===== src/rtl/peak_period_monitor.sv =====
// Peak period monitor: measures rise-to-rise intervals of the peak flag,
// tracks lock against the expected sweep period and flags lost peaks.
module peak_period_monitor #(
   parameter int EXP_PERIOD = 5002,
   parameter int TOL        = 4,
   parameter int TIMEOUT    = 8191,
   parameter int CW         = 14,
   parameter int LOCK_N     = 2
) (
   input  logic          clk,
   input  logic          rst,
   input  logic          peak_in,
   input  logic          clr_alarm,
   output logic [CW-1:0] period_out,
   output logic          period_valid,
   output logic          lock,
   output logic          alarm,
   output logic [15:0]   peak_count
);

   localparam int SW = $clog2(LOCK_N + 1);
   localparam logic [CW-1:0] EXP_C = CW'(EXP_PERIOD);
   localparam logic [CW-1:0] TOL_C = CW'(TOL);
   localparam logic [CW-1:0] TMO_C = CW'(TIMEOUT);
   localparam logic [SW-1:0] LCK_C = SW'(LOCK_N);

   typedef enum logic [1:0] {SYNC, MEASURE, ALARM} state_t;

   state_t        state_q, state_d;
   logic          peak_q;
   logic [CW-1:0] cnt_q, cnt_d;
   logic [SW-1:0] streak_q, streak_d;
   logic [SW-1:0] streak_inc;
   logic [CW-1:0] period_q, period_d;
   logic          valid_q, valid_d;
   logic          lock_q, lock_d;
   logic          alarm_q, alarm_d;
   logic [15:0]   pcount_q, pcount_d;
   logic          rise;
   logic [CW-1:0] diff;
   logic          in_tol;

   assign rise = peak_in & ~peak_q;

   // Larger minus smaller so the deviation never underflows.
   assign diff   = (cnt_q > EXP_C) ? (cnt_q - EXP_C) : (EXP_C - cnt_q);
   assign in_tol = (diff <= TOL_C);
   assign streak_inc = (streak_q == LCK_C) ? streak_q : streak_q + 1'b1;

   always_comb begin
      state_d  = state_q;
      cnt_d    = cnt_q;
      streak_d = streak_q;
      period_d = period_q;
      valid_d  = 1'b0;
      lock_d   = lock_q;
      alarm_d  = alarm_q;
      pcount_d = pcount_q + 16'(rise);
      unique case (state_q)
         SYNC: begin
            if (rise) begin
               cnt_d   = CW'(1);
               state_d = MEASURE;
            end
         end
         MEASURE: begin
            if (rise) begin
               period_d = cnt_q;
               valid_d  = 1'b1;
               cnt_d    = CW'(1);
               if (in_tol) begin
                  streak_d = streak_inc;
                  if (streak_inc == LCK_C) lock_d = 1'b1;
               end else begin
                  streak_d = '0;
                  lock_d   = 1'b0;
               end
            end else if (cnt_q == TMO_C) begin
               state_d  = ALARM;
               alarm_d  = 1'b1;
               lock_d   = 1'b0;
               streak_d = '0;
            end else begin
               cnt_d = cnt_q + 1'b1;
            end
         end
         ALARM: begin
            if (clr_alarm) begin
               alarm_d = 1'b0;
               state_d = SYNC;
            end
         end
         default: state_d = SYNC;
      endcase
   end

   always_ff @(posedge clk) begin
      if (rst) begin
         state_q  <= SYNC;
         peak_q   <= 1'b0;
         cnt_q    <= '0;
         streak_q <= '0;
         period_q <= '0;
         valid_q  <= 1'b0;
         lock_q   <= 1'b0;
         alarm_q  <= 1'b0;
         pcount_q <= '0;
      end else begin
         state_q  <= state_d;
         peak_q   <= peak_in;
         cnt_q    <= cnt_d;
         streak_q <= streak_d;
         period_q <= period_d;
         valid_q  <= valid_d;
         lock_q   <= lock_d;
         alarm_q  <= alarm_d;
         pcount_q <= pcount_d;
      end
   end

   assign period_out   = period_q;
   assign period_valid = valid_q;
   assign lock         = lock_q;
   assign alarm        = alarm_q;
   assign peak_count   = pcount_q;

endmodule


===== config.mk =====
export PLATFORM = sky130hd
export DESIGN_NAME = peak_period_monitor
export DESIGN_NICKNAME = d
export VERILOG_FILES = /design/src/rtl/peak_period_monitor.sv
export SDC_FILE = /design/constraint.sdc
export NUM_CORES = 1
export LEC_CHECK = 0
export CORE_MARGIN = 2
export CORE_UTILIZATION = 23
export CTS_CLUSTER_SIZE = 20
export DETAILED_ROUTE_END_ITERATION = 8
export GPL_TIMING_DRIVEN = 0
export HOLD_SLACK_MARGIN = 0.15
export PLACE_DENSITY = 0.37
export SETUP_SLACK_MARGIN = 0.5
export SYNTH_ARGS = -nofsm -noshare
export SYNTH_HDL_FRONTEND = slang
export SYNTH_SLANG_ARGS = --single-unit

===== constraint.sdc =====
create_clock -name clk -period 2.3 [get_ports clk]
set_clock_uncertainty 0.1 [all_clocks]
set_input_delay 0.46 -clock clk [delete_from_list [all_inputs] [get_ports clk]]
set_output_delay 0.46 -clock clk [all_outputs]
set_load 0.005 [all_outputs]

======== Word level (Yosys, flattened, before mapping) ========
Index checks and enable logic that the tools add are counted.
storage, ports and cells
  logic and storage cells ................. 64
  input port bits ......................... 4
  output and inout port bits .............. 33
  register bits after elaboration ......... 52
  latch bits .............................. 0
  memories kept ........................... 0
  bits in writable memories ............... 0
  ROM bits ................................ 0
cells by class
  reductions and logical operators ........ 11
  bitwise operators ....................... 3
  shifts and indexed selects .............. 0
  $add $sub $neg .......................... 5
  magnitude comparators ................... 2
  multipliers ............................. 0
  divide/modulo/power cells ............... 0
  eq/ne operators ......................... 11
  multiplexer cells ....................... 23
operator list
  cell                      count
  $mux W14                  4
  $pmux W14 S2              1
  $add A16 B1 Y16           1
  $mux W2                   8
  $add A14 B1 Y14 const B   1
  $eq A14 B13 Y1 const B    1
  $gt A14 B13 Y1 const B    1
  $le A14 B3 Y1 const B     1
  $sub A13 B14 Y14 const A  1
  $sub A14 B13 Y14 const B  1
  $mux W1                   8
  $ne A2 B2 Y1 const B      4
  $reduce_and A4 Y1         2
  $eq A2 B2 Y1 const B      3
  $pmux W2 S3               1
  $reduce_and A3 Y1         2
  $reduce_bool A2 Y1        3
  $reduce_and A2 Y1         2
  $ne A3 B2 Y1 const B      1
  $ne A3 B3 Y1 const B      1
  $add A2 B1 Y2 const B     1
  $eq A2 B1 Y1 const B      1
  $logic_not A2 Y1          1
  $not A1 Y1                2
  other kinds (3)           3

======== Logic depth before layout (Yosys ltp) ========
Gate-level depths: netlist of the first run.
  word-level depth ........................ 6
  mapped depth ............................ 10
  mapped depth without buffers ............ 9

======== Worst setup path before layout of the first run ========
OpenSTA, ideal clock, no wires.
  path type ............................... reg-to-reg
  from .................................... reg cnt_q[1]
  to ...................................... reg lock_q (netlist: lock)
  cell stages (with the launch flop) ...... 10
  arrival ................................. 2.029 ns
  path slack .............................. 0.104 ns
  path buffers ............................ 0
  library setup time ...................... 0.067 ns
  required time ........................... 2.133 ns
  period minus slack after synthesis ...... 2.196 ns
  path through ............................ dfxtp_1 > inv_1 > ha_1 > nand2b_1 > o21ai_1 > a21oi_1 > nand4b_1 > o41ai_1 > o2111ai_1 > a21oi_2
between the ends
  cells in the longest elaborated chain, start to end .. 5
  elaborated cells on any way between the ends .. 11
  those cells by class .................... add/sub (2); order compare (2); eq/ne (2); mux (3); reduce/logical (2)
RTL lines
  item                                                                  RTL line  source
  start, declared                                                       31        logic [CW-1:0] cnt_q, cnt_d;
  start signal, assigned                                                111       cnt_q <= cnt_d;
  $sub A13 B14 Y14 (tied with other cells)                              46        assign diff = (cnt_q > EXP_C) ? (cnt_q - EXP_C) : (EXP_C - cnt_q);
  $mux W14                                                              46
  $le A14 B3 Y1                                                         47        assign in_tol = (diff <= TOL_C);
  $ne A3 B2 Y1 (no source line) / $mux W1 (equally long branches)       -
  $reduce_and A3 Y1 (no source line) / $mux W1 (equally long branches)  -
  end signal, assigned                                                  115       lock_q <= lock_d;
  end, declared                                                         36        logic lock_q, lock_d;
Parallel ways exist; a longest one is shown, timed or not.
A chain may end at the register's enable or synchronous reset.

======== Worst setup path in the final report of the first run ========
  from .................................... reg cnt_q[0]
  to ...................................... reg streak_q[1]
between the ends
  cells in the longest elaborated chain, start to end .. 5
  elaborated cells on any way between the ends .. 10
  those cells by class .................... add/sub (2); order compare (2); eq/ne (1); mux (3); reduce/logical (2)
RTL lines
  item                                      RTL line  source
  $sub A13 B14 Y14 (tied with other cells)  46
  $mux W14                                  46
  $le A14 B3 Y1                             47
  $mux W2                                   71        if (in_tol) begin
  $mux W2                                   67        if (rise) begin
  end signal, assigned                      112       streak_q <= streak_d;
  end, declared                             32        logic [SW-1:0] streak_q, streak_d;
Parallel ways exist; a longest one is shown, timed or not.

==> impl_metrics.json, run 1 <==
{
  "run_status": "finished clean",
  "synth_seq_area_share_pct": 36.0,
  "clockBufferDepth": 2,
  "cts.sinks": 52,
  "fmax_ghz": 0.439,
  "num_antenna_cells": 0,
  "finalCritPeriodShare_pct": 98.9,
  "syn_area_um2": 2890,
  "holdCritPathClass": "in -> reg",
  "root_buffer": "clkbuf_16",
  "die_h_um": 116,
  "wl_um": 9420,
  "ir_worst_vdd_v": 0.000224,
  "cts_buffers": 5,
  "crit_arrival_ns": 2.40,
  "grt_overflow": 0,
  "area_growth_pct": 54.7,
  "synthCells": 351,
  "crit_path_start_kind": "flip-flop",
  "cp.required_ns": 2.43,
  "drtIter0Drc": 150,
  "final_cells": 607,
  "holdPathStages": 2,
  "critPathCaptureType": "flip-flop",
  "cts_hold_buf": 0,
  "power_density_nw_per_um2": 415,
  "rows": 40,
  "synth_edf_count": 0,
  "rsz0062_at_grt": "yes",
  "setup_viol": 0,
  "layout_min_cycle_time_ns": 2.28,
  "post_drt_wl_per_cell_um": 15.5,
  "synth_fp_nets": 366,
  "clock_latency_ns": 0.29,
  "critPathMaxFanout": 3,
  "coreArea_um2": 12200,
  "tightest_slew_ns": 0.565,
  "worstHoldStart": "peak_in",
  "dpl.cell_count": 554,
  "final_common_cell": "nand2_1",
  "antenna_found_initial": 0,
  "synth_cell_types": 58,
  "max_slew_margin_pct": 62.3,
  "fin_ws_ns": 0.0244,
  "dieArea_um2": 13500,
  "layout_common_cells": "47 x nand2_1, 37 x nor2_1, 35 x buf_4, 34 x clkdlybuf4s50_1, 28 x dfxtp_1",
  "syn_avg_cell_area_um2": 8.25,
  "synth_warnings": 0,
  "drc": 0,
  "cts.clk_slew.worst_paths_ns": 0.07,
  "fp.dieW_um": 116,
  "firstDrtPassIters": 4,
  "min_to": "peak_q",
  "port_buffers": 35,
  "slew_violations": 0,
  "start_util_pct": 23.8,
  "via_count": 2813,
  "grt_max_degree": 17,
  "async_flop_share_pct": 0,
  "p_leak_nw": 1.53,
  "antenna_left": 0,
  "grt_pass1_vias": 2745,
  "hpwlAfterDp_um": 6270,
  "reg2reg_depth": 11,
  "r2r_slack_ns": 0.02,
  "viasPerCell": 4.63,
  "cts_max_level": 2,
  "final_nets": 453,
  "ys.flop_type": "dfxtp_1",
  "cts_tree": "built",
  "r2r_start": "cnt_q[0]",
  "place.gp.congestion": 0.736,
  "place_ws_ns": -0.372,
  "grt_pass1_wl_um": 15000,
  "drive_above_1_share_pct": 34.2,
  "finalHoldViolations": 0,
  "maxCapViolations": 0,
  "grt_usage_pct": 14.3,
  "crit_type": "reg -> reg",
  "ys_ff_latch": 52,
  "r2r-end": "streak_q[1]",
  "io_pins": 37
}
[worst max-delay path, stage by stage (launching register included)]
cell and delay (ns):
dfxtp_4 0.37, inv_4 0.04, ha_4 0.14, nand3b_1 0.15, buf_4 0.14, buf_6 0.10
nor3_4 0.03, o211ai_1 0.21, a31oi_2 0.14, a2111oi_4 0.41, o2111ai_4 0.21, o21ai_1 0.16
[cell type report]
type,instances,area (um2)
inverters,9,48.8
plain buffers,25,193
repair buffers,79,716
well taps,168,210
multi-input cells,266,2070
clock buffers,6,139
fillers,1258,7680
flip-flops and latches,52,1090
clock inverters,2,13.8
[routing by layer]
metal | part of all wire [%] | vias up | GRT usage (%)
met4 | 0.40 | 0 | 2.54
met2 | 46 | 35 | 22.3
met1 | 51 | 1384 | 20.9
met5 | 0 | - | 0
li1 | - | 1390 | -
met3 | 2.2 | 4 | 2.59
[worst max path at each step]
stage | from | endpoint | slack, ns | cells after the start
finish | cnt_q[0] | streak_q[1] | 0.02 | 11
global route | cnt_q[0] | streak_q[1] | -0.09 | 11
CTS | cnt_q[6] | streak_q[1] | -0.08 | 8
detailed placement | cnt_q[13] | streak_q[1] | -0.37 | 7
global placement | cnt_q[13] | streak_q[1] | -0.34 | 7
floorplan | cnt_q[9] | lock | 0.27 | 9
[power breakdown]
part | switching, W | internal [W]
registers | 0.0000106 | 0.000904
logic | 0.0000865 | 0.0000718
clock network | 0.000352 | 0.000435
[cells in the mapped netlist (2+ instances only)]
cell type,n,area (um2)
inv_1,9,33.8
o21ai_0,4,20.0
dfxtp_1,52,1040
and3_1,5,31.3
a211oi_1,2,15.0
clkbuf_1,15,56.3
nand4_1,5,31.3
nor4_1,2,12.5
buf_6,5,56.3
o211ai_1,2,15.0
nand2_1,48,180
a31oi_1,3,18.8
nor2_1,37,139
a21o_1,2,15.0
nor3_1,13,65.1
nor3b_1,2,15.0
xnor2_1,17,149
nor2b_1,6,37.5
o32ai_1,2,17.5
nand4bb_1,2,22.5
o21ai_1,5,25.0
nand3b_1,2,15.0
xor2_1,16,140
a21oi_1,24,120
ha_1,11,138
and2_1,4,25.0
a21oi_2,2,17.5
and4_1,4,35.0
o21a_1,2,15.0
nand3_1,9,45.0
buf_2,4,20.0
a2111oi_4,2,55.1
or3_1,4,25.0
nand2b_1,5,31.3
[cell families after synthesis]
family / share of synthesized area (%)
adders and majority gates: 4.76
DFF: 36.0
AOI/OAI and AO/OA: 17.4
buffers and inverters: 6.01
xor gates and xnor gates: 9.99
and+or+nand+nor: 25.9
[state kept, by name, summed over array words and instances, names as in the netlist]
| name | cells |
|---|---|
| peak_count | 16 |
| cnt_q | 14 |
| period_out | 14 |
| state_q | 2 |
| streak_q | 2 |
| alarm | 1 |
| lock | 1 |
| peak_q | 1 |
| period_valid | 1 |
[metrics by stage]
| step | TNS, ns | util [%] | total power, W | cell area (um2) | hold slack [ns] |
|---|---|---|---|---|---|
| after floorplan | 0 | - | 0.00101 | 3020 | 0.330 |
| after global placement | -3.90 | 29.4 | 0.00105 | 3580 | 0.341 |
| after global routing | -0.521 | 36.8 | 0.00194 | 4480 | 0.362 |
| after CTS | -0.219 | 33.3 | 0.00187 | 4050 | 0.357 |
| final | 0 | 36.8 | 0.00186 | 4480 | 0.346 |
| after detailed placement | -4.07 | 29.4 | 0.00105 | 3580 | 0.348 |
[repair_timing]
| item | CTS | global route |
|---|---|---|
| setup endpoints to repair | 47 | 52 |
| cloned | 1 | 1 |
| setup buffers | 20 | 23 |
| resized for setup | 45 | 66 |
| pin swaps | 11 | 31 |
| hold endpoints to repair | 0 | 0 |
(Power assumes the default switching activity.)
==> inputs of run 2 (changes only) <==
CORE_ASPECT_RATIO = 0.75   (was not set)
CTS_CLUSTER_SIZE = not set   (was 20)
clock period = 1.9 ns   (was 2.3 ns; I/O delays follow)
==> run 2 against run 1 <==
The flow now finishes with violations (setup timing); routed wire length rose by 1.0%; global-route usage fell by 0.16 points; register-to-register slack got worse by 0.42 ns; clock power is 25% higher; non-clock buffer count is 1 lower; combinational power rose by 46%; fmax is 0.95% lower; first-iteration DRC count decreased by 53%; count of clock-buffer cells in the layout increased by 1; design area is 5.2% higher; critical path type unchanged; critical endpoint unchanged.
==> impl_metrics.json, run 2 (synthesis results as in run 1) <==
{
  "ir_worst_vdd_v": 0.000343,
  "holdCritPathClass": "reg -> reg",
  "cp-endpoint": "streak_q[1]",
  "grt_pass1_wl_um": 15000,
  "io_pins": 37,
  "fin_ws_ns": -0.397,
  "reg2reg_depth": 9,
  "dieArea_um2": 13500,
  "critPathCaptureType": "flip-flop",
  "coreArea_um2": 12300,
  "r2r-end": "streak_q[1]",
  "use_met3_pct": 3.10,
  "num_antenna_cells": 0,
  "dpl.cell_count": 552,
  "slew_violations": 0,
  "grt_usage_pct": 14.2,
  "port_buffers": 35,
  "seqCellArea_um2": 1110,
  "crit_type": "reg -> reg",
  "firstDrtPassIters": 4,
  "final.fill_count": 1285,
  "via_count": 2767,
  "die_h_um": 101,
  "multi_input_area_um2": 2210,
  "use_met1_pct": 22.7,
  "cp.required_ns": 2.03,
  "grt_pass1_vias": 2654,
  "detailed_place.area_um2": 3650,
  "fp.dieW_um": 134,
  "antenna_left": 0,
  "cts.clk_slew.worst_paths_ns": 0.07,
  "antenna_found_initial": 0,
  "final_nets": 451,
  "place_ws_ns": -0.704,
  "p_sw_w": 0.000553,
  "area_growth_pct": 62.8,
  "final_common_cell": "nor2_1",
  "rsz0062_at_grt": "yes",
  "grt_max_degree": 16,
  "tightest_slew_ns": 0.710,
  "crit_path_start_kind": "flip-flop",
  "critPathMaxFanout": 9,
  "r2r_slack_ns": -0.40,
  "hpwlAfterDp_um": 6480,
  "drtIter0Drc": 71,
  "final_cells": 603,
  "cts_hold_buf": 0,
  "fin_tns_setup_ns": -4.24,
  "fin_area_um2": 4710,
  "violations": "setup timing",
  "start_util_pct": 23.6,
  "grt_overflow": 0,
  "clockBufferDepth": 2,
  "power_density_nw_per_um2": 491,
  "cts_max_level": 2,
  "setup_viol": 18,
  "cts.sinks": 52,
  "run_status": "finished with violations",
  "largest_reg_flops": 16,
  "layout_min_cycle_time_ns": 2.30,
  "clock_latency_ns": 0.29,
  "combPwrFrac_pct": 10.0,
  "cts_buffers": 5,
  "finalHoldViolations": 0,
  "p_int_w": 0.00176,
  "wl_um": 9520,
  "grtUsageMet2_pct": 19.2,
  "drc": 0,
  "rows": 35,
  "finalCritPeriodShare_pct": 121,
  "clkPwrFrac_pct": 42.5,
  "maxCapViolations": 0,
  "crit_start": "cnt_q[10]",
  "layout_common_cells": "35 x nor2_1, 30 x buf_4, 26 x nand2_1, 25 x dlygate4sd2_1",
  "netSwitchingFraction_pct": 23.9,
  "place.gp.congestion": 0.770,
  "crit_arrival_ns": 2.42,
  "viasPerCell": 4.59,
  "seqPwrFrac_pct": 47.5,
  "r2r_start": "cnt_q[10]",
  "root_buffer": "clkbuf_16",
  "fmax_ghz": 0.435,
  "drive_above_1_share_pct": 45.1,
  "timing.hold.ws_ns": 0.351,
  "post_drt_wl_per_cell_um": 15.8,
  "p_leak_nw": 1.85,
  "busiest_layer": "met1",
  "max_slew_margin_pct": 52.7,
  "cts_tree": "built"
}
## run 2: repair_timing
item | in CTS | in global routing
endpoints found under the hold margin | 0 | 0
resized for setup | 121 | 76
pin swaps | 41 | 31
buffers inserted | 29 | 12
endpoints found under the setup margin | 84 | 56
gates cloned | 2 | 0
## run 2: power by group through the flow
| stage | combinational, W | clock (W) | sequential, W |
|---|---|---|---|
| after floorplan | 0.0000880 | 0 | 0.00113 |
| after global placement | 0.000138 | 0 | 0.00114 |
| after detailed placement | 0.000139 | 0 | 0.00114 |
| after CTS | 0.000192 | 0.00102 | 0.00110 |
| after global routing | 0.000250 | 0.00106 | 0.00110 |
| final | 0.000230 | 0.000984 | 0.00110 |
## run 2: worst min path at each step
| stage | startpoint | to | slack [ns] | cells past startpoint |
|---|---|---|---|---|
| 5_1_grt | period_out[9] | period_out[9] | 0.38 | 2 |
| 6_report | streak_q[1] | streak_q[1] | 0.35 | 2 |
| 3_5_place_dp | period_out[11] | period_out[11] | 0.35 | 2 |
| 3_3_place_gp | streak_q[0] | streak_q[0] | 0.34 | 2 |
| 2_1_floorplan | streak_q[0] | streak_q[0] | 0.33 | 2 |
| 4_1_cts | period_out[11] | period_out[11] | 0.36 | 2 |
## run 2: critical path, cell delays in order (launching register included)
cell and delay [ns]:
dfxtp_1 0.31, buf_6 0.14, or2_1 0.24, buf_6 0.15
a21oi_4 0.15, and2_1 0.15, o22ai_2 0.09, a2111oi_4 0.46
o2111ai_2 0.26, o21ai_1 0.18
## run 2: per-stage QoR
stage	util, %	power [W]
after CTS	35.6	0.00232
after floorplan	-	0.00122
after global routing	38.4	0.00241
after detailed placement	29.8	0.00128
final	38.4	0.00231
after global placement	29.8	0.00127
## run 2: routing by layer
metal	routed length (um)	part of all wire, %	vias up
li1	-	-	1383
met1	5260	55	1337
met2	3830	40	42
met3	391	4.1	5
met4	37	0.39	0
met5	0	0	-
## run 2: final cells by class
| class | instances | area share (%) |
|---|---|---|
| Clock buffer | 7 | 3.27 |
| Timing Repair Buffer | 78 | 15.6 |
| Clock inverter | 1 | 0.106 |
| Inverter | 9 | 0.982 |
| Sequential cell | 52 | 23.6 |
| Buffer | 25 | 5.12 |
| Multi-Input combinational cell | 265 | 46.9 |
| Tap cell | 166 | 4.41 |
